$ cat src/rtl/jtag_dtm_pkg.sv
// Shared constants for the JTAG debug transport module: TAP encodings, IR codes,
// DMI op codes, DTMCS field layout and the TAP next-state function.
package jtag_dtm_pkg;

  localparam int DMI_W = 40;

  localparam logic [3:0] TAP_EX2DR   = 4'h0;
  localparam logic [3:0] TAP_EX1DR   = 4'h1;
  localparam logic [3:0] TAP_SHDR    = 4'h2;
  localparam logic [3:0] TAP_PAUSEDR = 4'h3;
  localparam logic [3:0] TAP_SELIR   = 4'h4;
  localparam logic [3:0] TAP_UPDR    = 4'h5;
  localparam logic [3:0] TAP_CAPDR   = 4'h6;
  localparam logic [3:0] TAP_SELDR   = 4'h7;
  localparam logic [3:0] TAP_EX2IR   = 4'h8;
  localparam logic [3:0] TAP_EX1IR   = 4'h9;
  localparam logic [3:0] TAP_SHIR    = 4'hA;
  localparam logic [3:0] TAP_PAUSEIR = 4'hB;
  localparam logic [3:0] TAP_RTI     = 4'hC;
  localparam logic [3:0] TAP_UPIR    = 4'hD;
  localparam logic [3:0] TAP_CAPIR   = 4'hE;
  localparam logic [3:0] TAP_TLR     = 4'hF;

  localparam logic [4:0] IR_IDCODE  = 5'h01;
  localparam logic [4:0] IR_DTMCS   = 5'h10;
  localparam logic [4:0] IR_DMI     = 5'h11;
  localparam logic [4:0] IR_BYPASS  = 5'h1F;
  localparam logic [4:0] IR_CAPTURE = 5'b00001;

  localparam logic [1:0] DMI_OP_NOP   = 2'd0;
  localparam logic [1:0] DMI_OP_READ  = 2'd1;
  localparam logic [1:0] DMI_OP_WRITE = 2'd2;
  localparam logic [1:0] DMI_OP_RSV   = 2'd3;

  localparam int         DTMCS_VERSION_LSB   = 0;
  localparam int         DTMCS_ABITS_LSB     = 4;
  localparam int         DTMCS_DMISTAT_LSB   = 10;
  localparam int         DTMCS_IDLE_LSB      = 12;
  localparam int         DTMCS_DMIRESET_BIT  = 16;
  localparam int         DTMCS_HARDRESET_BIT = 17;
  localparam logic [3:0] DTMCS_VERSION       = 4'd1;
  localparam logic [2:0] DTMCS_IDLE          = 3'd1;

  typedef enum logic [1:0] {
    SEL_BYPASS = 2'd0,
    SEL_IDCODE = 2'd1,
    SEL_DTMCS  = 2'd2,
    SEL_DMI    = 2'd3
  } dr_sel_e;

  function automatic logic [3:0] tap_next(input logic [3:0] st, input logic tms);
    logic [3:0] nxt;
    case (st)
      TAP_TLR:     nxt = tms ? TAP_TLR     : TAP_RTI;
      TAP_RTI:     nxt = tms ? TAP_SELDR   : TAP_RTI;
      TAP_SELDR:   nxt = tms ? TAP_SELIR   : TAP_CAPDR;
      TAP_CAPDR:   nxt = tms ? TAP_EX1DR   : TAP_SHDR;
      TAP_SHDR:    nxt = tms ? TAP_EX1DR   : TAP_SHDR;
      TAP_EX1DR:   nxt = tms ? TAP_UPDR    : TAP_PAUSEDR;
      TAP_PAUSEDR: nxt = tms ? TAP_EX2DR   : TAP_PAUSEDR;
      TAP_EX2DR:   nxt = tms ? TAP_UPDR    : TAP_SHDR;
      TAP_UPDR:    nxt = tms ? TAP_SELDR   : TAP_RTI;
      TAP_SELIR:   nxt = tms ? TAP_TLR     : TAP_CAPIR;
      TAP_CAPIR:   nxt = tms ? TAP_EX1IR   : TAP_SHIR;
      TAP_SHIR:    nxt = tms ? TAP_EX1IR   : TAP_SHIR;
      TAP_EX1IR:   nxt = tms ? TAP_UPIR    : TAP_PAUSEIR;
      TAP_PAUSEIR: nxt = tms ? TAP_EX2IR   : TAP_PAUSEIR;
      TAP_EX2IR:   nxt = tms ? TAP_UPIR    : TAP_SHIR;
      TAP_UPIR:    nxt = tms ? TAP_SELDR   : TAP_RTI;
      default:     nxt = TAP_TLR;
    endcase
    return nxt;
  endfunction

endpackage

$ cat src/rtl/jtag_dtm_sync.sv
// Multi-stage flop synchronizer for a vector of independent asynchronous inputs.
module jtag_dtm_sync
  import jtag_dtm_pkg::*;
#(
  parameter int WIDTH  = 1,
  parameter int STAGES = 2
) (
  input  logic             clk,
  input  logic             rstn,
  input  logic [WIDTH-1:0] d_i,
  output logic [WIDTH-1:0] q_o
);

  logic [STAGES-1:0][WIDTH-1:0] chain_d;
  logic [STAGES-1:0][WIDTH-1:0] chain_q;

  // Each stage takes the previous one; stage 0 samples the raw input
  always_comb begin
    chain_d[0] = d_i;
    for (int i = 1; i < STAGES; i++) begin
      chain_d[i] = chain_q[i-1];
    end
  end

  // Synchronizer chain flops
  always_ff @(posedge clk or negedge rstn) begin
    if (!rstn) begin
      chain_q <= '0;
    end else begin
      chain_q <= chain_d;
    end
  end

  assign q_o = chain_q[STAGES-1];

endmodule

$ cat src/rtl/jtag_dtm.sv
// JTAG Debug Transport Module: TAP sampled in the clk domain driving 4-phase DMI channels.
// Define JTAG_DTM_IDCODE_EN to make IR 0x01 select the IDCODE register and the reset instruction.
module jtag_dtm
  import jtag_dtm_pkg::*;
#(
  parameter int          ABITS        = 6,
  parameter logic [31:0] IDCODE_VALUE = 32'h1000_0A6D,
  parameter int          SYNC_STAGES  = 2
) (
  input  logic               clk,
  input  logic               rstn,
  input  logic               jtag_tck,
  input  logic               jtag_tms,
  input  logic               jtag_tdi,
  output logic               jtag_tdo,
  output logic               jtag_tdo_oe,
  output logic               dtm_dm_req,
  output logic [ABITS+33:0]  dtm_dm_data,
  input  logic               dm_dtm_ack,
  input  logic               dm_dtm_req,
  input  logic [ABITS+33:0]  dm_dtm_data,
  output logic               dtm_dm_ack
);

  localparam int         DW          = ABITS + 34;
  localparam logic [5:0] ABITS_FIELD = 6'(ABITS);
`ifdef JTAG_DTM_IDCODE_EN
  localparam logic [4:0] IR_RESET = IR_IDCODE;
`else
  localparam logic [4:0] IR_RESET = IR_BYPASS;
`endif

  logic [4:0] sync_out;
  logic       tck_sync, tms_sync, tdi_sync, ack_sync, dm_req_sync;

  jtag_dtm_sync #(
    .WIDTH  (5),
    .STAGES (SYNC_STAGES)
  ) u_sync (
    .clk  (clk),
    .rstn (rstn),
    .d_i  ({jtag_tck, jtag_tms, jtag_tdi, dm_dtm_ack, dm_dtm_req}),
    .q_o  (sync_out)
  );

  assign {tck_sync, tms_sync, tdi_sync, ack_sync, dm_req_sync} = sync_out;

  logic             tck_prev_d, tck_prev_q;
  logic [3:0]       tap_d, tap_q;
  logic [4:0]       ir_d, ir_q;
  logic [4:0]       ir_sr_d, ir_sr_q;
  logic [DW-1:0]    dr_d, dr_q;
  logic             tdo_d, tdo_q;
  logic             tdo_oe_d, tdo_oe_q;
  logic [1:0]       dmistat_d, dmistat_q;
  logic             outstanding_d, outstanding_q;
  logic             abandon_d, abandon_q;
  logic [ABITS-1:0] last_addr_d, last_addr_q;
  logic [31:0]      last_rdata_d, last_rdata_q;
  logic             req_d, req_q;
  logic             req_pend_d, req_pend_q;
  logic [DW-1:0]    pend_word_d, pend_word_q;
  logic [DW-1:0]    req_word_d, req_word_q;
  logic             resp_ack_d, resp_ack_q;

  logic             tck_rise, tck_fall, dr_upd, resp_fire, dmi_op_valid;
  dr_sel_e          dr_sel;
  logic [1:0]       dmi_status;
  logic [31:0]      dtmcs_capture;
  logic [DW-1:0]    dr_capture, dr_shifted;

  assign tck_rise     = tck_sync & ~tck_prev_q;
  assign tck_fall     = ~tck_sync & tck_prev_q;
  assign dr_upd       = tck_rise & (tap_q == TAP_UPDR);
  assign resp_fire    = dm_req_sync & ~resp_ack_q;
  assign dmi_op_valid = (dr_q[1:0] == DMI_OP_READ) || (dr_q[1:0] == DMI_OP_WRITE);
  assign dmi_status   = (outstanding_q || (dmistat_q != 2'd0)) ? 2'd3 : 2'd0;
  assign dtmcs_capture = {14'd0, 1'b0, 1'b0, 1'b0, DTMCS_IDLE, dmistat_q, ABITS_FIELD, DTMCS_VERSION};

  // Instruction decode; unknown codes fall back to BYPASS
  always_comb begin
    case (ir_q)
`ifdef JTAG_DTM_IDCODE_EN
      IR_IDCODE: dr_sel = SEL_IDCODE;
`endif
      IR_DTMCS:  dr_sel = SEL_DTMCS;
      IR_DMI:    dr_sel = SEL_DMI;
      default:   dr_sel = SEL_BYPASS;
    endcase
  end

  // Capture value and one-bit shift of the selected data register (TDI enters its MSB)
  always_comb begin
    case (dr_sel)
      SEL_IDCODE: begin
        dr_capture = {{(DW-32){1'b0}}, IDCODE_VALUE};
        dr_shifted = {dr_q[DW-1:32], tdi_sync, dr_q[31:1]};
      end
      SEL_DTMCS: begin
        dr_capture = {{(DW-32){1'b0}}, dtmcs_capture};
        dr_shifted = {dr_q[DW-1:32], tdi_sync, dr_q[31:1]};
      end
      SEL_DMI: begin
        dr_capture = {last_addr_q, last_rdata_q, dmi_status};
        dr_shifted = {tdi_sync, dr_q[DW-1:1]};
      end
      default: begin
        dr_capture = '0;
        dr_shifted = {dr_q[DW-1:1], tdi_sync};
      end
    endcase
  end

  // Next state for TAP, shifters, DMI status and both handshake channels
  always_comb begin
    tck_prev_d    = tck_sync;
    tap_d         = tap_q;
    ir_d          = ir_q;
    ir_sr_d       = ir_sr_q;
    dr_d          = dr_q;
    tdo_d         = tdo_q;
    tdo_oe_d      = tdo_oe_q;
    dmistat_d     = dmistat_q;
    outstanding_d = outstanding_q;
    abandon_d     = abandon_q;
    last_addr_d   = last_addr_q;
    last_rdata_d  = last_rdata_q;
    req_d         = req_q;
    req_pend_d    = req_pend_q;
    pend_word_d   = pend_word_q;
    req_word_d    = req_word_q;
    resp_ack_d    = resp_ack_q;

    // Response goes first so a same-cycle DMI update sees outstanding already cleared
    if (resp_fire) begin
      resp_ack_d    = 1'b1;
      outstanding_d = 1'b0;
      abandon_d     = 1'b0;
      if (!abandon_q) begin
        last_addr_d  = dm_dtm_data[DW-1:34];
        last_rdata_d = dm_dtm_data[33:2];
        dmistat_d    = dmistat_q | dm_dtm_data[1:0];
      end else begin
        last_addr_d  = last_addr_q;
      end
    end else if (resp_ack_q && !dm_req_sync) begin
      resp_ack_d = 1'b0;
    end else begin
      resp_ack_d = resp_ack_q;
    end

    if (req_q) begin
      req_d = ~ack_sync;
    end else if (req_pend_q && !ack_sync) begin
      req_d      = 1'b1;
      req_word_d = pend_word_q;
      req_pend_d = 1'b0;
    end else begin
      req_d = 1'b0;
    end

    if (tck_rise) begin
      tap_d = tap_next(tap_q, tms_sync);
      case (tap_q)
        TAP_CAPIR: ir_sr_d = IR_CAPTURE;
        TAP_SHIR:  ir_sr_d = {tdi_sync, ir_sr_q[4:1]};
        TAP_UPIR:  ir_d    = ir_sr_q;
        TAP_CAPDR: dr_d    = dr_capture;
        TAP_SHDR:  dr_d    = dr_shifted;
        default:   ir_d    = ir_q;
      endcase
    end else if (tck_fall) begin
      tdo_oe_d = (tap_q == TAP_SHIR) || (tap_q == TAP_SHDR);
      if (tap_q == TAP_SHIR) begin
        tdo_d = ir_sr_q[0];
      end else if (tap_q == TAP_SHDR) begin
        tdo_d = dr_q[0];
      end else begin
        tdo_d = 1'b0;
      end
    end else begin
      tap_d = tap_q;
    end

    if (dr_upd && (dr_sel == SEL_DTMCS)) begin
      if (dr_q[DTMCS_DMIRESET_BIT] || dr_q[DTMCS_HARDRESET_BIT]) begin
        dmistat_d = 2'd0;
      end else begin
        dmistat_d = dmistat_d;
      end
      // Hard reset forgets the in-flight access; its late response is acked and dropped
      if (dr_q[DTMCS_HARDRESET_BIT]) begin
        abandon_d     = abandon_d | outstanding_d;
        outstanding_d = 1'b0;
      end else begin
        abandon_d     = abandon_d;
      end
    end else if (dr_upd && (dr_sel == SEL_DMI) && dmi_op_valid) begin
      if (outstanding_d) begin
        dmistat_d = 2'd3;
      end else if (dmistat_d == 2'd0) begin
        pend_word_d   = dr_q;
        req_pend_d    = 1'b1;
        outstanding_d = 1'b1;
      end else begin
        req_pend_d    = req_pend_d;
      end
    end else begin
      dmistat_d = dmistat_d;
    end

    if (tap_q == TAP_TLR) begin
      ir_d = IR_RESET;
    end else begin
      ir_d = ir_d;
    end
  end

  // State registers; reset drops both handshakes and parks the TAP in Test-Logic-Reset
  always_ff @(posedge clk or negedge rstn) begin
    if (!rstn) begin
      tck_prev_q    <= 1'b0;
      tap_q         <= TAP_TLR;
      ir_q          <= IR_RESET;
      ir_sr_q       <= 5'd0;
      dr_q          <= '0;
      tdo_q         <= 1'b0;
      tdo_oe_q      <= 1'b0;
      dmistat_q     <= 2'd0;
      outstanding_q <= 1'b0;
      abandon_q     <= 1'b0;
      last_addr_q   <= '0;
      last_rdata_q  <= 32'd0;
      req_q         <= 1'b0;
      req_pend_q    <= 1'b0;
      pend_word_q   <= '0;
      req_word_q    <= '0;
      resp_ack_q    <= 1'b0;
    end else begin
      tck_prev_q    <= tck_prev_d;
      tap_q         <= tap_d;
      ir_q          <= ir_d;
      ir_sr_q       <= ir_sr_d;
      dr_q          <= dr_d;
      tdo_q         <= tdo_d;
      tdo_oe_q      <= tdo_oe_d;
      dmistat_q     <= dmistat_d;
      outstanding_q <= outstanding_d;
      abandon_q     <= abandon_d;
      last_addr_q   <= last_addr_d;
      last_rdata_q  <= last_rdata_d;
      req_q         <= req_d;
      req_pend_q    <= req_pend_d;
      pend_word_q   <= pend_word_d;
      req_word_q    <= req_word_d;
      resp_ack_q    <= resp_ack_d;
    end
  end

  assign jtag_tdo    = tdo_q;
  assign jtag_tdo_oe = tdo_oe_q;
  assign dtm_dm_req  = req_q;
  assign dtm_dm_data = req_word_q;
  assign dtm_dm_ack  = resp_ack_q;

endmodule
$ cat config.mk
export PLATFORM = sky130hd
export DESIGN_NAME = jtag_dtm
export DESIGN_NICKNAME = d
export VERILOG_FILES = /design/src/rtl/jtag_dtm_pkg.sv /design/src/rtl/jtag_dtm_sync.sv /design/src/rtl/jtag_dtm.sv
export SDC_FILE = /design/constraint.sdc
export NUM_CORES = 1
export LEC_CHECK = 0
export CAP_MARGIN = 25
export CORE_MARGIN = 3
export CORE_UTILIZATION = 50
export DETAILED_ROUTE_END_ITERATION = 16
export PLACE_DENSITY_LB_ADDON = 0.15
export SETUP_SLACK_MARGIN = 0.5
export SYNTH_ARGS = -nofsm -noshare
export SYNTH_HDL_FRONTEND = slang
export SYNTH_SLANG_ARGS = --single-unit
export TNS_END_PERCENT = 20
$ cat constraint.sdc
create_clock -name clk -period 2.2 [get_ports clk]
set_clock_uncertainty 0.1 [all_clocks]
set_input_delay 0.66 -clock clk [delete_from_list [all_inputs] [get_ports clk]]
set_output_delay 0.66 -clock clk [all_outputs]
set_load 0.1 [all_outputs]
Word-level counts from Yosys, hierarchy flattened
Cells that the tools add are included.

word-level totals
  register bits after elaboration = 192
  input port bits = 47
  output and inout port bits = 44
  logic and storage cells = 142

cells by class
  eq/ne operators = 25
  mux-type cells = 49
  bitwise logic cells = 15
  reduce and logical (&&, ||, !) cells = 32

operator list
  operator              count
  $pmux W40 S2          2
  $pmux W40 S3          1
  $pmux W4 S12          1
  $eq A4 B4 Y1 const B  8
  $mux W2               13
  $mux W1               22
  $eq A4 B3 Y1 const B  4
  $mux W5               3
  $mux W3               4
  $reduce_and A2 Y1     6
  $reduce_bool A2 Y1    6
  $eq A5 B5 Y1 const B  2
  $pmux W5 S2           1
  $not A1 Y1            9
  $eq A4 B2 Y1 const B  2
  $reduce_and A4 Y1     2
  $eq A2 B2 Y1 const B  3
  $reduce_or A2 Y1      3
  $logic_and A1 B1 Y1   5
  $and A1 B1 Y1         4
  $eq A2 B1 Y1 const B  2
  $eq A4 B1 Y1 const B  1
  $logic_not A4 Y1      1
  $logic_or A1 B1 Y1    4
  11 further kinds      12

Depth between registers and ports, before layout
Gate-level depths: netlist (run 1).

  word-level depth = 8
  gate-level depth with buffers = 8
  depth with buffers taken out = 6

Hierarchy
A second synthesis (run 1) with hierarchy kept.

second synthesis, totals
  cells, all modules = 589
  area, all modules = 7830.0 um2

modules (own cells, without submodules)
  module         instances  cells an instance  area each (um2)
  jtag_dtm       1          579                7579.8
  jtag_dtm_sync  1          10                 250.2

Least setup slack after synthesis (run 1)
Ideal clock, no wire load.

  path kind = register to register
  from = reg resp_ack_q, in the netlist dtm_dm_ack
  to = reg pend_word_q[25]
  setup time = 0.125 ns
  arrival = 2.648 ns
  required time = 1.975 ns
  setup slack = -0.673 ns
  cell stages (with the launch flop) = 9
  cell sequence = dfrtp_1 -> inv_1 -> ha_1 -> nor2b_1 -> clkbuf_1 -> a211o_1 -> nor4_4 -> buf_6 -> mux2_2

between the ends
  longest elaborated chain between the ends = 5

RTL lines
  what                                            RTL line         source
  start: declaration                              jtag_dtm.sv:64   logic resp_ack_d, resp_ack_q;
  start signal: assignment                        jtag_dtm.sv:256  resp_ack_q <= resp_ack_d;
  $not A1 Y1 (*)                                  jtag_dtm.sv:75   assign resp_fire = dm_req_sync & ~resp_ack_q;
  $and A1 B1 Y1 (*)                               jtag_dtm.sv:75
  $mux W2 or $mux W1 (tied branches)              jtag_dtm.sv:135  if (resp_fire) begin
  $logic_not A2 Y1 or $not A1 Y1 (tied branches)  --
  $reduce_and A4 Y1 (no line) (*)                 --
  end signal: assignment                          jtag_dtm.sv:254  pend_word_q <= pend_word_d;
  end: declaration                                jtag_dtm.sv:62   logic [DW-1:0] pend_word_d, pend_word_q;

Every way passes the cells marked *; elsewhere a longest branch is shown, timed or not.
A chain may end at the register's enable or synchronous reset.

Final worst setup path (run 1)
  from = in dm_dtm_data[1]
  to = reg pend_word_q[23]

between the ends
  longest elaborated chain between the ends = 5

RTL lines
  what                         RTL line         source
  start: declaration           jtag_dtm.sv:21   input logic [ABITS+33:0] dm_dtm_data,
  $or A2 B2 Y2                 jtag_dtm.sv:142  dmistat_d = dmistat_q | dm_dtm_data[1:0];
  $mux W2                      jtag_dtm.sv:139  if (!abandon_q) begin
  $mux W2                      jtag_dtm.sv:135
  $logic_not A2 Y1             jtag_dtm.sv:201  end else if (dmistat_d == 2'd0) begin
  $reduce_and A4 Y1 (no line)  --

Every way passes these cells.

==> results of run 1 <==
[routing by layer]
| layer | routed length, microns | share of wire [%] | track usage (%) |
|---|---|---|---|
| met3 | 666 | 3.6 | 3.90 |
| met2 | 9310 | 51 | 36.0 |
| met1 | 8070 | 44 | 29.7 |
| met4 | 269 | 1.5 | 6.35 |
| met5 | 0 | 0 | 0 |
[area by class of cell]
class,instances,area (sq um)
clock buffer,18,439
clock inverter,14,190
fill,917,3800
inverter,11,43.8
multi-input combinational,350,3170
sequential,192,4820
tap,184,230
timing repair buffer,156,2170
[placed cells by master (no fill, tap or decap), drive strengths merged, types with 11 or more instances in the layout]
cell type | Yosys | layout
a21oi | 40 | 40
inv | 11 | 11
nor3 | 12 | 12
clkdlybuf4s50 | 0 | 43
buf | 17 | 108
nor2 | 41 | 41
a22oi | 24 | 24
dfrtp | 183 | 183
o21ai | 18 | 18
nand2 | 23 | 23
clkbuf | 19 | 19
mux2 | 119 | 119
[path summary, 6_finish.rpt]
path                       slack, ns              start               to
max                            -0.18     dm_dtm_data[1]  pend_word_q[23]
min reg2reg                     0.25  u_sync.chain_d[8]    u_sync.q_o[3]
min in group clk                0.25  u_sync.chain_d[8]    u_sync.q_o[3]
max in group asynchronous       1.23               rstn          ir_q[4]
min                             0.09               rstn   dtm_dm_data[5]
max reg2reg                    -0.17         dtm_dm_ack  pend_word_q[23]
[repair_timing]
item / CTS / global route
gates cloned: 7 / 0
pin swaps: 8 / 15
gates resized for setup: 71 / 82
endpoints found under the setup margin: 167 / 177
setup buffers: 13 / 3
hold buffers: 0 / 0
[cells by family (layout without fill, tap and decap cells)]
family	after synthesis	in the layout	synth area share (%)
flip-flops	192	192	62.1
buffers and inverters	47	199	2.89
adder cells (fa/ha/maj)	1	1	0.161
multiplexers	129	129	18.6
XOR/XNOR	1	1	0.113
AO/OA/AOI/OAI	114	114	9.23
AND/OR/NAND/NOR	105	105	6.91
[worst reg2reg max path, stage by stage, from the launching register on]
cell	delay [ns]
dfrtp_4	0.42
inv_4	0.04
ha_4	0.16
nor2b_4	0.14
a211o_1	0.36
nor4_4	0.28
buf_6	0.18
buf_12	0.12
buf_12	0.14
mux2_4	0.32
[power breakdown]
group / total, uW / switching (uW) / internal, uW
sequential: 4950 / 617 / 4340
combinational: 3380 / 1660 / 1730
clock: 3250 / 1320 / 1930
[flip-flops by register name (all words and copies together) (netlist names), 5 cells and up]
register        flops
ir_sr_q             5
pend_word_q        40
last_addr_q         6
dr_q               40
u_sync.q_o          5
u_sync.chain_d      5
dtm_dm_data        40
ir_q                5
last_rdata_q       32
[metrics by stage]
step / setup slack, ns / cells / util (%)
detailed placement: -0.715 / 870 / 64.3
floorplan: -0.223 / 589 / -
global placement: -0.667 / 870 / 64.3
finish: -0.175 / 925 / 74.4
CTS: -0.140 / 922 / 72.2
global route: -0.247 / 925 / 74.4
==> metrics.csv, run 1 <==
metric;value;unit
outcome;finished, violations left;
violations;setup timing;
synthFlopType;dfrtp_1;
ys_seq_area_share;62.1;%
gp_congestion;0.846;
via_per_inst;5.69;
clockRootBuffer;clkbuf_16;
crit_type;input pin to flop;
synth_fp_nets;637;
grt_usage;21.7;%
cp-start-kind;input pin;
slew_headroom;69.7;%
p_per_area;1050;nW/um^2
grt_pass1_vias;5520;
htreeDepth;4;
drcViolationCount;0;
cp_slowest_stage_delay;0.33;ns
fin_ws;-0.175;ns
syn_inst;589;
start_util;52.2;%
hold_violations;0;
synthArstFlopShare;100;%
first_iter_violations;432;
synth_edf_count;0;
grt_pass1_wl;28.8;mm
post-synth-top-count-cell;dfrtp_1;
rsz0062_at_grt;yes;
antennaDiodeCount;0;
path_common_cell;buf_12;
cp.depth;8;
yosysWarnings;0;
clock.fmax;0.421;GHz
rows;44;
crit_path_max_fanout;8;
p_total;11600;uW
clk_pin_slew;0.06;ns
cp.arrival;2.57;ns
clock_latency;0.42;ns
die_y;131;microns
dr_total_vias;5261;
dp_hpwl;11.3;mm
fp.dieW;131;microns
num_io_pins;91;
avgSynthCellArea;13.2;sq um
path_buf_inv;4;
drive_gt1_share;41.6;%
grt_max_degree;54;
die_area;17000;sq um
dr.pass1.iters;4;
maxSlewViolCount;0;
postLayoutCellArea;11100;sq um
synth_top_area_share;59.1;%
period_needed;2.38;ns
wl_per_cell;19.8;microns
numPortBuffers;90;
fin_setup_tns;-7.33;ns
post_dp_cell_area;9560;sq um
wl;18.3;mm
area_growth;42.7;%
ys_ff_latch;192;
period_share;108;%
core;14900;sq um
synth_top_cells_by_area;dfrtp_1 59%, mux2_2 17%, dfstp_2 3.1%;
tightest_slew;0.455;ns
crit_path_end_kind;flop;
ff2ff_path_depth;9;
nets;776;
crit_slowest_cell;a211o_1;
path_cells;dlygate4sd2_1 -> or2_2 -> a211o_1 -> nor4_4 -> buf_6 -> buf_12 -> buf_12 -> mux2_4;
ys_top_cells_by_count;183 x dfrtp_1, 117 x mux2_2, 41 x nor2_1;
required;2.40;ns
vdd_drop_max;0.000740;V
numCtsBuffers;17;
holdWs;0.0933;ns
hold_path.class;input pin to asynchronous set/reset pin;
p_leak;0.00497;uW
cpLargestDelayFamily;buffers and inverters;
clock_sinks;192;
drv_cap;0;
cts_tree;done;
antenna_left;0;
clk_path_buf_depth;2;
yosysUniqueCellTypes;50;
yosys.area.top_type;dfrtp_1;
syn_area;7750;sq um
finalSetupViolCount;68;
grt-ovfl-total;0;
antenna_found_initial;0;
Note: power is estimated with default switching activity, not from simulation.
==> run 2, diff against run 1 <==
CORE_ASPECT_RATIO = 0.7   (was not set)
==> metrics.csv, run 2 (synthesis results as in run 1) <==
metric;value;unit;change
outcome;finished, violations left;;unchanged
violations;setup timing;;unchanged
period_needed;2.41;ns;was 2.38 ns
period_share;110;%;was 108%
num-fill-cells;945;;was 917
grt_pass1_vias;5454;;was 5520
via_per_inst;5.76;;was 5.69
tightest_slew;0.637;ns;was 0.455 ns
cp-start-kind;flop;;was input pin
drcViolationCount;0;;unchanged
p_per_area;1020;nW/um^2;was 1050 nW/um^2
core;15000;sq um;was 14900 sq um
slew_headroom;57.3;%;was 69.7%
timing.rr.end;pend_word_q[8];;was pend_word_q[23]
drv_cap;0;;unchanged
finalSetupViolCount;58;;was 68
wl;18.6;mm;was 18.3 mm
grt_usage;22.0;%;was 21.7%
clock_latency;0.42;ns;about the same
postLayoutCellArea;10800;sq um;was 11100 sq um
clk_pin_slew;0.07;ns;was 0.06 ns
crit_path_max_fanout;4;;was 8
ff2ff_path_depth;8;;was 9
fin_ws;-0.213;ns;was -0.175 ns
post_dp_cell_area;9600;sq um;was 9560 sq um
dr_total_vias;5354;;was 5261
cp.arrival;2.62;ns;was 2.57 ns
htreeDepth;4;;unchanged
num_io_pins;91;;unchanged
hold_violations;0;;unchanged
first_iter_violations;294;;was 432
final_cell_mix;181 x dfrtp_1, 83 x mux2_2, 58 x buf_12, 43 x clkdlybuf4s50_1;;was 180 x dfrtp_1, 72 x mux2_4, 57 x buf_12, 47 x mux2_2, 43 x clkdlybuf4s50_1
gp_congestion;0.857;;was 0.846
clk_path_buf_depth;2;;unchanged
nets;770;;was 776
antenna_found_initial;0;;unchanged
crit_path_end_kind;flop;;unchanged
grt_max_degree;56;;was 54
fp.dieW;155;microns;was 131 microns
layout_commonest_cell;dfrtp_1;;unchanged
die_y;110;microns;was 131 microns
rsz0062_at_grt;yes;;unchanged
required;2.41;ns;was 2.40 ns
post-place-ws;-0.669;ns;was -0.715 ns
antenna_left;0;;unchanged
maxSlewViolCount;0;;unchanged
crit_type;flop to flop;;was input pin to flop
rows;37;;was 44
area_growth;39.4;%;was 42.7%
dp_hpwl;11.3;mm;about the same
die_area;17100;sq um;was 17000 sq um
holdBufCountCts;0;;unchanged
numPortBuffers;90;;unchanged
reg2reg_slack;-0.21;ns;was -0.17 ns
clock.fmax;0.414;GHz;was 0.421 GHz
worstReg2RegStart;tap_q[1];;was dtm_dm_ack
numCtsBuffers;17;;unchanged
drive_gt1_share;39.5;%;was 41.6%
start_util;51.8;%;was 52.2%
vdd_drop_max;0.000591;V;was 0.000740 V
grt-ovfl-total;0;;unchanged
wl_per_cell;20.0;microns;was 19.8 microns
p_leak;0.00479;uW;was 0.00497 uW
clock_sinks;192;;unchanged
cts_tree;done;;unchanged
hold_path.class;input pin to asynchronous set/reset pin;;unchanged
dr.pass1.iters;5;;was 4
antennaDiodeCount;0;;unchanged
grt_pass1_wl;29.3;mm;was 28.8 mm
clockRootBuffer;clkbuf_16;;unchanged
## run 2: cell count changes in the layout (fill, tap and decap cells not counted), moves of 5 or more
cell,previous run,this run
o21ai_0,13,18
buf_4,36,29
o21ai_1,5,0
mux2_2,47,83
inv_8,0,5
mux2_4,72,36
## run 2: worst max-delay path, stage by stage (launching register included)
cell       delay (ns)
dfstp_2          0.38
or3b_4           0.39
or4_4            0.44
nor4_4           0.17
buf_6            0.15
buf_12           0.11
buf_8            0.11
clkbuf_16        0.13
mux2_2           0.32
## run 2: metal layers
layer,vias to the layer above,share of wire [%],global-route usage (%)
met5,-,0,0
met4,0,1.1,6.49
met3,20,5.0,4.56
met2,166,49,35.8
met1,2794,45,30.5
li1,2374,-,-
## run 2: repair_timing
action / CTS / global route
cloned: 4 / 3
pin swaps: 3 / 3
endpoints found under the hold margin: 0 / 0
endpoints found under the setup margin: 169 / 173
buffers inserted: 9 / 5
resized for setup: 48 / 23
## run 2: cell type report
class	count	area, sq um	area share, %
flip-flops and latches	192	4820	44.6
multi-input cells	350	2960	27.4
repair buffers	150	2150	19.9
clock buffers	17	425	3.94
well taps	195	244	2.26
clock inverters	15	171	1.59
inverters	11	41.3	0.382
## run 2: power by group
part           total, uW  internal (uW)  switching (uW)
sequential          4960           4340             625
clock               3110           1630            1480
combinational       2940           1390            1550
total              11000           7350            3650
## run 2: worst max-delay path by stage
stage                              start               to  depth (start not counted)  slack [ns]
after floorplan               dtm_dm_ack  pend_word_q[25]                          8       -0.22
after global placement    dm_dtm_data[0]  pend_word_q[27]                          6       -0.63
after detailed placement  dm_dtm_data[0]  pend_word_q[18]                          6       -0.67
after CTS                       tap_q[1]  pend_word_q[13]                          8       -0.19
after global routing            tap_q[1]  pend_word_q[13]                          8       -0.26
final                           tap_q[1]   pend_word_q[8]                          8       -0.21
## run 2: per-stage QoR
step | power (uW) | cells | setup TNS, ns | util, % | hold WS (ns)
2_1_floorplan | 6510 | 589 | -8.91 | - | 0.231
3_3_place_gp | 7450 | 877 | -24.64 | 64.2 | 0.233
4_1_cts | 10800 | 922 | -5.72 | 70.8 | 0.113
3_5_place_dp | 7600 | 877 | -26.05 | 64.2 | 0.235
5_1_grt | 11500 | 930 | -11.66 | 72.3 | 0.115
6_report | 11000 | 930 | -7.64 | 72.3 | 0.0958
==> run 3, diff against run 2 <==
GPL_ROUTABILITY_DRIVEN = 0   (was not set)
==> results of run 3 <==
The final DEF is identical to that of run 2; final timing and power are the same.
